===== config.mk =====
export PLATFORM = sky130hd
export DESIGN_NAME = fs_serial
export DESIGN_NICKNAME = d
export VERILOG_FILES = /design/src/rtl/fs_pkg.sv /design/src/rtl/fs_bit_cell.sv /design/src/rtl/fs_serial.sv
export SDC_FILE = /design/constraint.sdc
export NUM_CORES = 1
export LEC_CHECK = 0
export CORE_MARGIN = 3
export CORE_UTILIZATION = 48
export DETAILED_ROUTE_END_ITERATION = 7
export HOLD_SLACK_MARGIN = 0.02
export PLACE_DENSITY = 0.8
export SYNTH_ARGS = -nofsm -noshare
export SYNTH_HDL_FRONTEND = slang
export SYNTH_HIERARCHICAL = 1
export SYNTH_SLANG_ARGS = --single-unit

===== constraint.sdc =====
create_clock -name clk -period 1.3 [get_ports clk]
set_input_delay 0.13 -clock clk [delete_from_list [all_inputs] [get_ports clk]]
set_output_delay 0.13 -clock clk [all_outputs]
set_load 0.01 [all_outputs]

===== src/rtl/fs_pkg.sv =====
// Shared definitions for the subtractor family: FSM state encoding and the
// one-bit full-subtractor equations, so parallel and serial subtractors use
// identical borrow logic.
package fs_pkg;

    typedef enum logic [1:0] {
        IDLE = 2'd0,
        RUN  = 2'd1,
        DONE = 2'd2
    } fs_state_t;

    // Difference bit of x - y - c.
    function automatic logic diff_bit(input logic x, input logic y, input logic c);
        return x ^ y ^ c;
    endfunction

    // Borrow out of x - y - c: needed whenever y + c exceeds x.
    function automatic logic borrow_bit(input logic x, input logic y, input logic c);
        return (~x & y) | (~x & c) | (y & c);
    endfunction

endpackage


===== src/rtl/fs_bit_cell.sv =====
// Combinational one-bit full subtractor; the serial datapath feeds it one
// operand bit and the stored borrow per clock.
module fs_bit_cell
    import fs_pkg::*;
(
    input  logic x,
    input  logic y,
    input  logic bi,
    output logic dif,
    output logic bo
);

    assign dif = diff_bit(x, y, bi);
    assign bo  = borrow_bit(x, y, bi);

endmodule


===== src/rtl/fs_serial.sv =====
// Bit-serial subtractor d = a - b - bin, LSB first, one bit per clock with a
// single borrow flip-flop. Operands are captured on an accepted start, the
// result is shifted into sd and published to d/bout only when the operation
// completes, so the outputs hold the previous result during a new run.
module fs_serial
    import fs_pkg::*;
#(
    parameter int W = 4
) (
    input  logic         clk,
    input  logic         rst,
    input  logic         start,
    input  logic [W-1:0] a,
    input  logic [W-1:0] b,
    input  logic         bin,
    output logic         busy,
    output logic         done,
    output logic [W-1:0] d,
    output logic         bout
);

    localparam int            CW   = $clog2(W);
    localparam logic [CW-1:0] LAST = CW'(W - 1);

    fs_state_t     state;
    logic [W-1:0]  sa;
    logic [W-1:0]  sb;
    logic [W-1:0]  sd;
    logic          br;
    logic [CW-1:0] cnt;

    logic          cell_dif;
    logic          cell_bo;

    // The single shared bit cell works on the current LSBs and stored borrow.
    fs_bit_cell u_cell (
        .x   (sa[0]),
        .y   (sb[0]),
        .bi  (br),
        .dif (cell_dif),
        .bo  (cell_bo)
    );

    // Control FSM plus datapath registers; DONE also accepts start so
    // operations can run back-to-back with no idle cycle between them.
    always_ff @(posedge clk) begin
        if (rst) begin
            state <= IDLE;
            busy  <= 1'b0;
            done  <= 1'b0;
            d     <= '0;
            bout  <= 1'b0;
            sa    <= '0;
            sb    <= '0;
            sd    <= '0;
            br    <= 1'b0;
            cnt   <= '0;
        end else begin
            done <= 1'b0;
            case (state)
                IDLE, DONE: begin
                    if (start) begin
                        sa    <= a;
                        sb    <= b;
                        br    <= bin;
                        sd    <= '0;
                        cnt   <= '0;
                        busy  <= 1'b1;
                        state <= RUN;
                    end else begin
                        state <= IDLE;
                    end
                end
                RUN: begin
                    br <= cell_bo;
                    sa <= sa >> 1;
                    sb <= sb >> 1;
                    sd <= {cell_dif, sd[W-1:1]};
                    if (cnt == LAST) begin
                        d     <= {cell_dif, sd[W-1:1]};
                        bout  <= cell_bo;
                        done  <= 1'b1;
                        busy  <= 1'b0;
                        state <= DONE;
                    end else begin
                        cnt <= cnt + 1'b1;
                    end
                end
                default: begin
                    busy  <= 1'b0;
                    state <= IDLE;
                end
            endcase
        end
    end

endmodule


**Word-level counts from Yosys, hierarchy flattened**

Cells that the tools add are included.

- Logic and storage cells: 52
- Output and inout port bits: 7
- Input bits: 12
- Register bits after elaboration: 24

- Add/sub/neg operators: 1
- Muxes and demuxes: 18
- Equal/unequal tests: 6
- Bitwise logic cells: 9
- Reductions and logical operators: 8

Operator list:

| cell | count |
|---|---|
| one-hot mux 4 bit (2 select lines) | 3 |
| two-way mux 4 bit | 3 |
| one-hot mux 2 bit (2 select lines) | 2 |
| two-way mux 2 bit | 3 |
| inequality test 2 bit, second input constant | 3 |
| AND reduction 2 bit | 3 |
| two-way mux 1 bit | 5 |
| equality test 2 bit, second input constant | 2 |
| one-hot mux 1 bit (2 select lines) | 2 |
| OR reduction 2 bit | 2 |
| AND 1 bit | 3 |
| AND reduction 3 bit | 1 |
| adder 2 x 1 -> 2 bit, second input constant | 1 |
| equality test 2 x 1 -> 1 bit, second input constant | 1 |
| logical NOT 2 bit | 1 |
| NOT 1 bit | 2 |
| OR 1 bit | 2 |
| nonzero test 2 bit | 1 |
| XOR 1 bit | 2 |

**Logic depth before layout (Yosys ltp)**

Gate-level depths: netlist of run 1.

- Depth in word-level cells: 5
- Depth in mapped cells: 5
- Gate-level depth less buffers: 5

**Hierarchy**

The synthesis of run 1 kept the hierarchy.

By module, submodules not included:

| module | instances | cells each | area an instance (µm²) | seq. area each (µm²) |
|---|---|---|---|---|
| fs_serial | 1 | 108 | 910.9 | 460.4 |
| fs_bit_cell | 1 | 3 | 27.5 | 0.0 |

**Worst setup path before layout of run 1**

OpenSTA, ideal clock, no wires.

- Path kind: register to register
- Start point: reg cnt[0]
- End point: reg busy
- Arrival: 1.027 ns
- Clock period less this slack: 1.155 ns
- Slack: 0.145 ns
- Path buffers: 1
- Library setup time: 0.128 ns
- Required time: 1.172 ns
- Stages on the path, launching flop included: 6
- Cell sequence: dfxtp_1 ha_1 clkbuf_1 o21ai_0 a21oi_1 nor2_1

- Longest elaborated chain between the ends: 3

RTL lines:

| element | line | RTL |
|---|---|---|
| from (decl) | fs_serial.sv:30 | `logic [CW-1:0] cnt;` |
| from (signal assigned) | fs_serial.sv:86 | `cnt <= cnt + 1'b1;` |
| equality test 2 bit | fs_serial.sv:79 | `if (cnt == LAST) begin` |
| inequality test 2 bit (no source line) | -- |  |
| AND reduction 2 bit (no source line) | -- |  |
| to (signal assigned) | fs_serial.sv:68 | `busy <= 1'b1;` |
| to (signal assigned) | fs_serial.sv:83 | `busy <= 1'b0;` |
| to (signal assigned) | fs_serial.sv:90 | `busy <= 1'b0;` |
| to (decl) | fs_serial.sv:16 | `output logic busy,` |

No other way between the ends.
A chain may end at the register's enable or synchronous reset.

**Final worst setup path of run 1**

- Start point: reg state[0]
- End point: reg sa[2]

- Longest elaborated chain between the ends: 4
- Elaborated cells between the ends (all ways): 8
- Those cells by class: eq/ne: 3; mux: 1; reduce/logical: 4

RTL lines:

| element | line | RTL |
|---|---|---|
| from (decl) | fs_serial.sv:25 | `fs_state_t state;` |
| from (signal assigned) | fs_serial.sv:48 | `state <= IDLE;` |
| from (signal assigned) | fs_serial.sv:69 | `state <= RUN;` |
| from (signal assigned) | fs_serial.sv:71 | `state <= IDLE;` |
| equality test 2 bit or logical NOT 2 bit (tied branches) | fs_serial.sv:60 | `case (state)` |
| OR reduction 2 bit | fs_serial.sv:60 |  |
| inequality test 2 bit (no source line) or nonzero test 2 bit (tied branches) | -- |  |
| AND reduction 2 bit (no source line) | -- |  |
| to (signal assigned) | fs_serial.sv:76 | `sa <= sa >> 1;` |
| to (decl) | fs_serial.sv:26 | `logic [W-1:0] sa;` |

Parallel ways exist; a longest one is shown, timed or not.

==> results.cfg, run 1 <==
[setup_path]
arrival_ns = 1.41
crit_fanout = 9
crit_path_max_incr_delay_ns = 0.38
crit_chain = and2b_1 -> nand2_1 -> a311oi_1
start_kind = flip-flop
critical-path-slowest-cell = and2b_1
critPathKind = reg -> reg
required_ns = 1.51
critPathBufInv = 0
critPathTopFamily = simple AND/OR/NAND/NOR gates
end_kind = flip-flop

[grt]
grt_max_degree = 24
antenna_found_initial = 0
grt_use_total = 0.140
grt.overflow.total = 0
grt_pass1_vias = 706
grt_pass1_wl_microns = 2810

[power_and_ir_drop]
pwr-share-comb = 0.155
p_int_mw = 0.960
peakVddDrop_mv = 0.669
leakage_nw = 0.481
powerDensity_nw_per_um2 = 1080
clockPowerShare = 0.245
power.switching_mw = 0.316
seqPwrFrac = 0.600
p_sw_frac = 0.248

[clock_network]
cts_inserted_buffers = 3
cts.clk_slew.worst_paths_ns = 0.12
clock_path_buffers = 2
cts.sinks = 23
clk_latency_ns = 0.29
cts_tree = done
cts_htree_levels = 1
postCtsSetupBuffers = 0
cts-root-buf = clkbuf_4

[sta]
setup_viol = 0
fmax_mhz = 829
min_period_ns = 1.21
period_share = 0.927
rsz0062_at_grt = no
setup_ws_ns = 0.0943
finalMaxSlewViolations = 0
fin_worst_skew_ns = 0.00324
max_slew_margin = 0.800
finalHoldViolations = 0
worst_pin_slew_ns = 0.299

[routing]
ant_nets = 0
wl_met2_microns = 813
wl_met3_microns = 79
routed.top_layer = met4
drc = 0
avgViaCountPerCell = 5.12
totalWireLength_microns = 1720
vias = 798
routedWlPerCell_microns = 11.1
dr.pass1.iters = 4
drt-met1-wl_microns = 818
drt_iter0_drc = 8

[logic_synthesis]
ys_warn_count = 6
syn_inst = 111
seq_area_frac_synth = 0.491
synth_top_area_share = 0.491
syn_area_sq_um = 938
synth.area.top_cells = dfxtp_1 49%, nand2_1 9.6%, a21oi_1 6.9%
syn_nets = 125
yosysUniqueCellTypes = 22
synth-seq-cells = 23
postSynthAreaPerCell_sq_um = 8.45
synth_top_area_cell = dfxtp_1

[floorplanning]
initial_core_util = 0.526
die_h_microns = 50.2
die_x_microns = 50.2
die_area_sq_um = 2520
io_pins = 19
core_area_sq_um = 1780
rows = 15

[placement]
dpl_cell_area_sq_um = 1160
gp_congestion = 0.784
post-dp-hpwl_microns = 1270
dpl_worst_slack_ns = -0.136
portBuffers = 18

[flow_run]
max_cap_violations = 0

[final_layout]
design_area_sq_um = 1180
drive_gt1_frac = 0.0840
antenna_cells = 0
final_nets = 146
layout-area-overhead-vs-synth_pct = 26.1

[hold_path]
hp-class = in -> reg

[outcome]
status = finished, final reports clean
==> flip-flops by register name, indices dropped and copies added, names as in the netlist <==
name,count
busy,1
sa,4
cnt,2
sd,3
d,4
state,2
sb,4
bout,1
done,1
br,1
==> cells in the final DEF, fill, tap and decap left out <==
cell / netlist / final
a21oi_1: 13 / 13
a311oi_1: 7 / 7
and2b_1: 1 / 1
buf_12: 0 / 1
buf_4: 2 / 5
clkbuf_1: 3 / 1
clkbuf_4: 0 / 3
clkdlybuf4s50_1: 0 / 11
dfxtp_1: 23 / 23
dlygate4sd2_1: 0 / 6
dlymetal6s2s_1: 0 / 1
fa_1: 1 / 1
ha_2: 0 / 1
inv_1: 2 / 2
nand2_1: 24 / 24
nand2b_1: 1 / 1
nand2b_4: 1 / 1
nand3_1: 10 / 10
nand3b_1: 2 / 2
nor2_1: 11 / 11
nor2b_1: 1 / 1
o211ai_1: 2 / 2
o21a_1: 1 / 1
o21ai_0: 1 / 1
or3_1: 1 / 1
==> area by class of cell <==
type	count	area (sq um)
clock buffers	4	26.3
fillers	163	599
inverters	2	7.51
multi-input cells	78	425
flip-flops and latches	23	460
well taps	25	31.3
repair buffers	24	233
==> worst paths after layout <==
kind | slack, ns | cells past startpoint | startpoint | end
max reg2reg | 0.09 | 3 | state[0] | sa[2]
min reg2reg | 0.46 | 2 | d[1] | d[1]
max | 0.09 | 3 | state[0] | sa[2]
min | 0.37 | 3 | b[3] | sb[3]
==> layer usage <==
layer / vias up / track usage
met5: - / 0
met1: 360 / 0.173
li1: 421 / -
met3: 2 / 0.0386
met4: 0 / 0.0415
met2: 15 / 0.237
==> synthesized netlist by cell type <==
cell / number
a21oi_1: 13
a311oi_1: 7
and2b_1: 1
buf_2: 2
buf_4: 2
buf_6: 1
clkbuf_1: 3
dfxtp_1: 23
fa_1: 1
ha_1: 1
inv_1: 2
nand2_1: 24
nand2b_1: 1
nand2b_4: 1
nand3_1: 10
nand3b_1: 2
nor2_1: 11
nor2b_1: 1
o211ai_1: 2
o21a_1: 1
o21ai_0: 1
or3_1: 1
==> power by group through the flow <==
| stage | clock, mW | combinational [mW] | sequential (mW) |
|---|---|---|---|
| after floorplan | 0 | 0.128 | 0.778 |
| after global placement | 0 | 0.195 | 0.780 |
| after detailed placement | 0 | 0.199 | 0.781 |
| after CTS | 0.326 | 0.198 | 0.765 |
| after global routing | 0.360 | 0.220 | 0.770 |
| final | 0.313 | 0.198 | 0.765 |
==> logic make-up (layout without fill, tap and decap cells) <==
family | count (synthesis) | in the layout | synth area share
simple gates | 52 | 52 | 0.252
fa+ha+maj | 2 | 2 | 0.0347
buf+inv | 10 | 30 | 0.0587
flops | 23 | 23 | 0.491
compound gates | 24 | 24 | 0.164
==> through the flow <==
step | instances | total power [mW] | TNS (ns) | hold WS, ns | util
floorplan | 111 | 0.905 | 0 | 0.202 | -
global placement | 152 | 0.974 | -0.680 | 0.443 | 0.651
detailed placement | 152 | 0.980 | -0.834 | 0.450 | 0.651
CTS | 156 | 1.29 | 0 | 0.366 | 0.661
global route | 156 | 1.35 | 0 | 0.369 | 0.664
finish | 156 | 1.28 | 0 | 0.372 | 0.664
==> repair_timing <==
item	in CTS	in global routing
endpoints found under the setup margin	6	6
pin swaps	0	1
hold buffers	0	0
resized for setup	6	2
==> worst min-delay path, delay by kind of cell <==
| kind | cells | cell delay (ns) |
|---|---|---|
| AOI/OAI and AO/OA | 1 | 0.05 |
| and+or+nand+nor | 1 | 0.06 |
| buffers and inverters | 1 | 0.40 |
Power figures use the tool's default switching activity.
==> inputs of run 2 (changes only) <==
GPL_TIMING_DRIVEN = 0   (was default)
TNS_END_PERCENT = 10   (was default)
==> run 2 against run 1 <==
Compared with the run above:
- clock skew fell by 0.00066 ns
- die area did not move
- final cell count rose by 1.3%
- cell area fell by 0.74%
- critical path type unchanged
- sequential power barely moved
- global-route usage rose by 3.5 points
- combinational power barely moved
==> results.cfg, run 2 (same netlist as run 1, synthesis figures left out) <==
[sta]
max_slew_margin = 0.684
finalHoldViolations = 0
period_share = 0.932
fmax_mhz = 825
worst_pin_slew_ns = 0.474
setup_viol = 0
finalMaxSlewViolations = 0
whs_ns = 0.343
fin_worst_skew_ns = 0.00258
rsz0062_at_grt = no
setup_ws_ns = 0.0879
fin_tns_setup_ns = 0
min_period_ns = 1.21

[floorplanning]
die_x_microns = 50.2
die_h_microns = 50.2
initial_core_util = 0.526
die_area_sq_um = 2520
io_pins = 19
rows = 15
core_area_sq_um = 1780

[clock_network]
cts_hold_buf = 0
cts.clk_slew.worst_paths_ns = 0.13
cts_tree = done
clk_latency_ns = 0.32
cts_inserted_buffers = 3
cts.sinks = 23
cts_htree_levels = 1
clock_path_buffers = 2
postCtsSetupBuffers = 0
cts-root-buf = clkbuf_4

[routing]
ant_nets = 0
drc = 0
dr.pass1.iters = 4
totalWireLength_microns = 1960
drt_iter0_drc = 23
avgViaCountPerCell = 5.37
vias = 848
routedWlPerCell_microns = 12.4

[final_layout]
layout_common_cells = 24 x nand2_1, 23 x dfxtp_1, 13 x a21oi_1, 11 x nor2_1, 11 x clkdlybuf4s50_1
drive_gt1_frac = 0.0902
layoutNonFillerInstCount = 158
layout_commonest_cell = nand2_1
antenna_cells = 0
register_area_sq_um = 460
reg.largest.list = d (4), sa (4), sb (4)
multiInputGateArea_sq_um = 425
final_nets = 148
layout-area-overhead-vs-synth_pct = 25.2
n_fill_cell = 146

[grt]
grt_pass1_vias = 756
grt.overflow.total = 0
grt_use_total = 0.176
antenna_found_initial = 0
grt_pass1_wl_microns = 3330
grt_max_degree = 14

[placement]
gp_congestion = 0.774
dpl_worst_slack_ns = -0.128
portBuffers = 18
post-dp-hpwl_microns = 1420
dp_cells = 154

[flow_run]
max_cap_violations = 0

[setup_path]
crit_fanout = 10
required_ns = 1.51
start_kind = flip-flop
arrival_ns = 1.42
end_kind = flip-flop
r2r_slack_ns = 0.09
critPathKind = reg -> reg

[outcome]
status = finished, final reports clean

[power_and_ir_drop]
peakVddDrop_mv = 0.783
leakage_nw = 0.467
finalPower_mw = 1.30
powerDensity_nw_per_um2 = 1110

[hold_path]
hp-class = in -> reg
==> run 2: worst paths after layout <==
| check | depth (start not counted) | start | endpoint |
|---|---|---|---|
| setup / recovery | 5 | cnt[0] | busy |
| hold / removal | 3 | a[3] | sa[3] |
| setup reg to reg | 5 | cnt[0] | busy |
| hold reg to reg | 2 | d[0] | d[0] |
==> run 2: area by class of cell <==
cell class | instances | area share
plain buffers | 8 | 0.0437
clock buffers | 3 | 0.0192
clock inverters | 1 | 0.00426
inverters | 2 | 0.00639
multi-input cells | 78 | 0.362
flip-flops and latches | 23 | 0.392
well taps | 25 | 0.0266
repair buffers | 18 | 0.146
==> run 2: repair_timing <==
item / in CTS / in global routing
setup endpoints to repair: 9 / 1
gates cloned: 0 / 0
resized for setup: 8 / 3
==> run 2: metrics by stage <==
| stage | util | instance area (sq um) |
|---|---|---|
| floorplan | - | 938 |
| global placement | 0.645 | 1150 |
| detailed placement | 0.645 | 1150 |
| CTS | 0.656 | 1170 |
| global route | 0.659 | 1170 |
| finish | 0.659 | 1170 |
==> run 2: power breakdown <==
group          switching, mW  leakage, nW  internal, mW  total (mW)
clock network          0.224       0.0177         0.115       0.339
logic                  0.102        0.261        0.0953       0.198
registers             0.0239        0.188         0.743       0.766
==> run 2: layer usage <==
layer / part of all wire / GRT usage / routed length, microns
met1: 0.42 / 0.205 / 815
met2: 0.49 / 0.302 / 962
met3: 0.075 / 0.0386 / 146
met4: 0.016 / 0.0829 / 32
met5: 0 / 0 / 0
==> run 2: worst max-delay path, cell delays in order, from the launching register on <==
cell      delay, ns
dfxtp_1        0.38
ha_2           0.22
clkbuf_4       0.20
o21ai_0        0.09
a21oi_1        0.15
nor2_1         0.05
